<file path="src/rtl/freq_gate_controller.sv">
// Gate/clear/store sequencer with auto-ranging for the frequency meter counter chain.
// Latency: outputs decode the registered state, so each phase is visible the cycle after the edge that entered it.
// Backpressure: none; Run is sampled only in IDLE and at the end of DISPLAY, so a started measurement always completes.
module freq_gate_controller #(
  parameter int GATE0       = 1000,
  parameter int GATE1       = 100,
  parameter int GATE2       = 10,
  parameter int DISP_CYCLES = 500,
  parameter int CW          = 16
) (
  input  logic       CP,
  input  logic       nRST,
  input  logic       Run,
  input  logic       Overflow,
  input  logic       Msd_Zero,
  output logic       En,
  output logic       Clear,
  output logic       Store,
  output logic [1:0] Status_Value,
  output logic [1:0] Range,
  output logic       Over_range
);

  typedef enum logic [2:0] {
    S_IDLE,
    S_CLEAR,
    S_ARM,
    S_GATE,
    S_HOLD,
    S_STORE,
    S_DISP
  } state_t;

  localparam logic [CW-1:0] GATE0_LAST = CW'(GATE0 - 1);
  localparam logic [CW-1:0] GATE1_LAST = CW'(GATE1 - 1);
  localparam logic [CW-1:0] GATE2_LAST = CW'(GATE2 - 1);
  localparam logic [CW-1:0] DISP_LAST  = CW'(DISP_CYCLES - 1);

  state_t        state;
  state_t        state_nxt;
  logic [CW-1:0] cnt;
  logic [CW-1:0] gate_last;
  logic          ovf_flag;

  // Gate length follows Range, which only moves when leaving STORE, so it is constant across a gate.
  always_comb begin
    gate_last = GATE2_LAST;
    case (Range)
      2'd0:    gate_last = GATE0_LAST;
      2'd1:    gate_last = GATE1_LAST;
      default: gate_last = GATE2_LAST;
    endcase
  end

  // Next-state logic for the measurement sequence.
  always_comb begin
    state_nxt = state;
    case (state)
      S_IDLE:  if (Run) state_nxt = S_CLEAR;
      S_CLEAR: state_nxt = S_ARM;
      S_ARM:   state_nxt = S_GATE;
      S_GATE:  if (cnt == gate_last) state_nxt = S_HOLD;
      S_HOLD:  state_nxt = S_STORE;
      S_STORE: state_nxt = S_DISP;
      S_DISP:  if (cnt == DISP_LAST) state_nxt = Run ? S_CLEAR : S_IDLE;
      default: state_nxt = S_IDLE;
    endcase
  end

  // State register.
  always_ff @(posedge CP or negedge nRST) begin
    if (!nRST) state <= S_IDLE;
    else       state <= state_nxt;
  end

  // Phase cycle counter: restarts on every state change, only advances in the multi-cycle phases.
  always_ff @(posedge CP or negedge nRST) begin
    if (!nRST) begin
      cnt <= '0;
    end else if (state_nxt != state) begin
      cnt <= '0;
    end else if (state == S_GATE || state == S_DISP) begin
      cnt <= cnt + 1'b1;
    end
  end

  // Overflow seen during the gate; cleared at the start of each measurement.
  always_ff @(posedge CP or negedge nRST) begin
    if (!nRST) begin
      ovf_flag <= 1'b0;
    end else if (state == S_CLEAR) begin
      ovf_flag <= 1'b0;
    end else if (state == S_GATE && Overflow) begin
      ovf_flag <= 1'b1;
    end
  end

  // Auto-ranging on the edge that leaves STORE; overflow takes priority over the leading-zero hint.
  always_ff @(posedge CP or negedge nRST) begin
    if (!nRST) begin
      Range      <= 2'd0;
      Over_range <= 1'b0;
    end else if (state == S_STORE) begin
      if (ovf_flag) begin
        if (Range < 2'd2) Range <= Range + 2'd1;
        else              Over_range <= 1'b1;
      end else begin
        Over_range <= 1'b0;
        if (Msd_Zero && Range != 2'd0) Range <= Range - 2'd1;
      end
    end
  end

  // Output decode purely from the registered state.
  always_comb begin
    En           = 1'b0;
    Clear        = 1'b1;
    Store        = 1'b0;
    Status_Value = 2'b00;
    case (state)
      S_CLEAR: begin
        Clear        = 1'b0;
        Status_Value = 2'b10;
      end
      S_ARM:   Status_Value = 2'b11;
      S_GATE: begin
        En           = 1'b1;
        Status_Value = 2'b11;
      end
      S_STORE: begin
        Store        = 1'b1;
        Status_Value = 2'b01;
      end
      default: Status_Value = 2'b00;
    endcase
  end

endmodule

</file>
<file path="config.mk">
export PLATFORM = sky130hd
export DESIGN_NAME = freq_gate_controller
export DESIGN_NICKNAME = d
export VERILOG_FILES = /design/src/rtl/freq_gate_controller.sv
export SDC_FILE = /design/constraint.sdc
export NUM_CORES = 1
export LEC_CHECK = 0
export ABC_AREA = 1
export CORE_UTILIZATION = 40
export CTS_CLUSTER_DIAMETER = 80
export DETAILED_ROUTE_END_ITERATION = 8
export PLACE_DENSITY_LB_ADDON = 0.15
export SETUP_SLACK_MARGIN = 0.4
export SYNTH_ARGS = -nofsm -noshare
export SYNTH_HDL_FRONTEND = slang
export SYNTH_SLANG_ARGS = --single-unit
</file>
<file path="constraint.sdc">
create_clock -name CP -period 2 [get_ports CP]
set_input_delay 0.5 -clock CP [delete_from_list [all_inputs] [get_ports CP]]
set_output_delay 0.5 -clock CP [all_outputs]
set_load 0.1 [all_outputs]
</file>
# ---- Word-level counts from Yosys, hierarchy flattened
# Cells that the tools add are included.
dict set report word_totals {
  ff_bits 23
  in_bits 5
  elab_cells 52
  out_inout_bits 8
}
dict set report op_classes {
  magnitude_cmp 1
  n_addsub 3
  muxes 19
  n_reduce_logical 12
  n_eq_ne 12
}
# op count
set op_table {}
lappend op_table {{$mux W16} 2}
lappend op_table {{$pmux W3 S7} 1}
lappend op_table {{$pmux W10 S2} 1}
lappend op_table {{$add A16 B1 Y16 const B} 1}
lappend op_table {{$eq A16 B16 Y1} 1}
lappend op_table {{$eq A16 B9 Y1 const B} 1}
lappend op_table {{$eq A3 B3 Y1 const B} 3}
lappend op_table {{$mux W3} 3}
lappend op_table {{$mux W1} 8}
lappend op_table {{$reduce_bool A2 Y1} 4}
lappend op_table {{$eq A3 B2 Y1 const B} 2}
lappend op_table {{$mux W2} 3}
lappend op_table {{$pmux W2 S3} 1}
lappend op_table {{$eq A3 B1 Y1 const B} 1}
lappend op_table {{$logic_not A3 Y1} 1}
lappend op_table {{$ne A3 B3 Y1} 1}
lappend op_table {{$reduce_and A3 Y1} 1}
lappend op_table {{$add A2 B1 Y2 const B} 1}
lappend op_table {{$eq A2 B1 Y1 const B} 1}
lappend op_table {{$logic_and A1 B1 Y1} 2}
lappend op_table {{$logic_not A2 Y1} 1}
lappend op_table {{$lt A2 B2 Y1 const B} 1}
lappend op_table {{$ne A2 B1 Y1 const B} 1}
lappend op_table {{$ne A2 B2 Y1 const B} 1}
lappend op_table {{other kinds (4)} 4}

# ---- Longest topological paths before layout
dict set report logic_depth {
  word_depth 7
  depth_mapped 14
  depth_no_buf 13
}

# ---- Worst setup path after synthesis
# OpenSTA, ideal clock, no wires.
dict set report synth_path {
  path_kind {register to register}
  from {reg state[1]}
  to {reg Range[0]}
  path_stages_with_launch 6
  n_path_buf 0
  slack_ns -0.584
  required_ns 1.864
  arrival_ns 2.448
  setup_time_ns 0.136
  synth_period_minus_slack_ns 2.584
  path_cell_list {dfrtp_1 -> inv_1 -> nand2_1 -> nor2_1 -> o211ai_1 -> xor2_1}
}
dict set report synth_between {
  elab_chain_cells 2
}
# element line_no
set synth_rtl {}
lappend synth_rtl {{from (decl)} 39} ;# state_t state;
lappend synth_rtl {{from (signal assigned)} 73} ;# else state <= state_nxt;
lappend synth_rtl {{$eq A3 B3 Y1} 103} ;# end else if (state == S_STORE) begin
lappend synth_rtl {{$reduce_and A3 Y1 (no line)} n/a}
lappend synth_rtl {{to (signal assigned)} 105} ;# if (Range < 2'd2) Range <= Range + 2'd1;
lappend synth_rtl {{to (signal assigned)} 109} ;# if (Msd_Zero && Range != 2'd0) Range <= Range - 2'd1;
lappend synth_rtl {{to (decl)} 20} ;# output logic [1:0] Range,
# Every way passes these cells.
# A chain may end at the register's enable or synchronous reset.

# ---- Final worst setup path
dict set report layout_path {
  from {reg state[1]}
  to {out Clear}
}
dict set report layout_between {
  elab_chain_cells 2
}
# element line_no
set layout_rtl {}
lappend layout_rtl {{$eq A3 B1 Y1} 120} ;# case (state)
lappend layout_rtl {{$mux W1} 120}
lappend layout_rtl {{to (decl)} 17} ;# output logic Clear,
# Every way passes these cells.

==> impl_metrics.py <==
metrics = {
    "floorplanning": {
        "num_rows": 21,
        "die-area_sq_um": 4010,
        "fp.dieH_microns": 63.3,
        "dieWidth_microns": 63.3,
        "core_area_sq_um": 3470,
        "io_pins": 13,
        "start_util": 0.434,
    },
    "global_routing": {
        "track_usage": 0.193,
        "antenna_found_initial": 0,
        "grt_max_degree": 24,
        "grt_pass1_wl_microns": 6000,
        "gr-total-overflow": 0,
        "grt_pass1_vias": 1295,
    },
    "worst_setup_path": {
        "crit_path_start_kind": "flip-flop",
        "path_max_fanout": 7,
        "crit_required_ps": 1500,
        "ff2ff_setup_slack_ps": 300,
        "critical_path_class": "flip-flop to output port",
        "endpoint_kind": "output port",
        "cp.arrival_ps": 1300,
    },
    "synth": {
        "seq_area_frac_synth": 0.383,
        "synth-seq-cells": 23,
        "syn-instance-count": 212,
        "syn_nets": 220,
        "netlist_area_sq_um": 1500,
        "synth_area_per_cell_sq_um": 7.09,
        "ys_warn_count": 0,
        "synth.distinct_cells": 24,
    },
    "timing": {
        "rsz0062_at_grt": "true",
        "relSlewSlack": 0.756,
        "finalSetupTns_ps": 0,
        "final_max_slew_viol_count": 0,
        "period_minus_slack_ps": 1800,
        "max_freq_ghz": 0.556,
        "worst_pin_slew_ps": 363,
        "fin_skew_ps": 3.47,
        "final_hold_viol_count": 0,
        "fin_worst_hold_slack_ps": 554,
        "setup_viol": 0,
        "fin_crit_sh": 0.899,
        "fin_ws_ps": 202,
    },
    "status": {
        "status": "finished clean",
    },
    "route": {
        "first_iter_violations": 46,
        "met3_length_microns": 80,
        "drt-pass1-iter-count": 4,
        "routed_wl_microns": 3530,
        "m1WireLength_microns": 1700,
        "num_vias": 1395,
        "ant_nets": 0,
        "drt-wirelength-per-cell_microns": 12.3,
        "top_layer": "met4",
        "met2WireLength_microns": 1710,
        "avgViaCountPerCell": 4.86,
        "drc": 0,
    },
    "cells_and_area": {
        "syn_to_final_growth_pct": 40.2,
        "fin_nets": 250,
        "antenna_cells_inserted": 0,
        "layout_common_cells": "49 x nand2_1, 26 x nor2_1, 23 x inv_1",
        "stdcell_count": 287,
        "finalInstanceArea_sq_um": 2110,
        "final_common_cell": "nand2_1",
        "fill_cells": 316,
        "drive_above_1_share": 0.332,
    },
    "placement": {
        "dp_hpwl_microns": 2380,
        "dp_slack_ps": 249,
        "place.gp.congestion": 0.889,
        "io_buffers": 12,
        "place_inst": 269,
        "placed_area_sq_um": 1840,
    },
    "clock_network": {
        "cts-htree-levels": 1,
        "hold_buffers": 0,
        "clk_path_buf_depth": 2,
        "cts_made_buffers": 3,
        "cts.clk_slew.worst_paths_ps": 80,
        "tritoncts": "built",
        "clkSinkCount": 23,
        "cts-root-buf": "clkbuf_8",
        "clk_latency_ps": 260,
    },
    "pwr": {
        "ir_drop_mv": 0.302,
        "p_per_area_nw_per_um2": 365,
        "p_leak_nw": 0.977,
    },
    "hold_path": {
        "hold_path_class": "flip-flop to flip-flop",
    },
    "run": {
        "drv_cap": 0,
    },
}
registers in the layout, indices dropped and copies added (netlist names):
register    count
cnt            16
state           3
ovf_flag        1
Over_range      1
Range           2
logic make-up after synthesis:
group / share of synthesized area
and+or+nand+nor: 0.394
AOI/OAI and AO/OA: 0.0549
adders and majority gates: 0.0250
buffers and inverters: 0.0857
DFF: 0.383
xor gates and xnor gates: 0.0582
cell usage after synthesis:
library cell | count | area share
buf_6 | 1 | 0.0075
nand3_1 | 17 | 0.057
a21oi_1 | 1 | 0.0033
nor2_2 | 5 | 0.021
nor3_4 | 1 | 0.011
o211ai_1 | 2 | 0.010
o221ai_1 | 1 | 0.0058
o21ai_2 | 1 | 0.0058
buf_2 | 1 | 0.0033
ha_1 | 3 | 0.025
nand2_1 | 52 | 0.13
xor2_1 | 7 | 0.041
nand4_1 | 3 | 0.012
inv_1 | 30 | 0.075
nand4_2 | 1 | 0.0083
o21ai_0 | 9 | 0.030
nand2_4 | 2 | 0.015
nand3_2 | 1 | 0.0067
nor2_1 | 45 | 0.11
dfrtp_1 | 23 | 0.38
nand3b_4 | 1 | 0.013
xnor2_1 | 3 | 0.017
nor3_1 | 1 | 0.0033
nand2_2 | 1 | 0.0042
stage by stage:
step	util	power [W]
2_1_floorplan	-	0.000476
3_3_place_gp	0.530	0.000495
3_5_place_dp	0.530	0.000495
4_1_cts	0.589	0.000788
5_1_grt	0.608	0.000813
6_report	0.608	0.000770
area by class of cell:
type                    count  area (sq um)  share of cell area
multi-input cells         158           978               0.464
flip-flops and latches     23           587               0.278
repair buffers             26           313               0.148
inverters                  30           128              0.0605
well taps                  46          57.6              0.0273
clock buffers               4          45.0              0.0214
where the power goes:
part	internal, W	total, W	switching (W)
logic	0.00000872	0.0000197	0.0000110
clock network	0.000142	0.000286	0.000144
registers	0.000464	0.000464	0.000000000000000000268
routing by layer:
layer  vias to the layer above  GRT usage
li1                        722          -
met1                       649      0.265
met2                        20      0.313
met3                         4     0.0236
met4                         0     0.0653
met5                         -          0
worst max-delay path, stage by stage, from the launching register on:
cell and delay (ps):
dfrtp_2 480, inv_2 100, nand2_4 70, nor2_4 110
clkinvlp_4 100, buf_12 170
path summary, 6_finish.rpt:
check,end,start,cells after the start
max in group asynchronous,Range[1],nRST,2
min in group asynchronous,Range[0],nRST,2
setup / recovery,Clear,state[1],5
setup reg to reg,cnt[1],state[0],8
hold reg to reg,Over_range,Over_range,2
hold / removal,Over_range,Over_range,2
timing repair:
| action | 4_1_cts | 5_1_grt |
|---|---|---|
| setup buffers | 12 | 1 |
| gates resized for setup | 20 | 17 |
| cloned | 1 | 0 |
| pin swaps | 11 | 7 |
| setup endpoints to repair | 21 | 26 |
No activity file was read; power rests on OpenSTA's default activity.
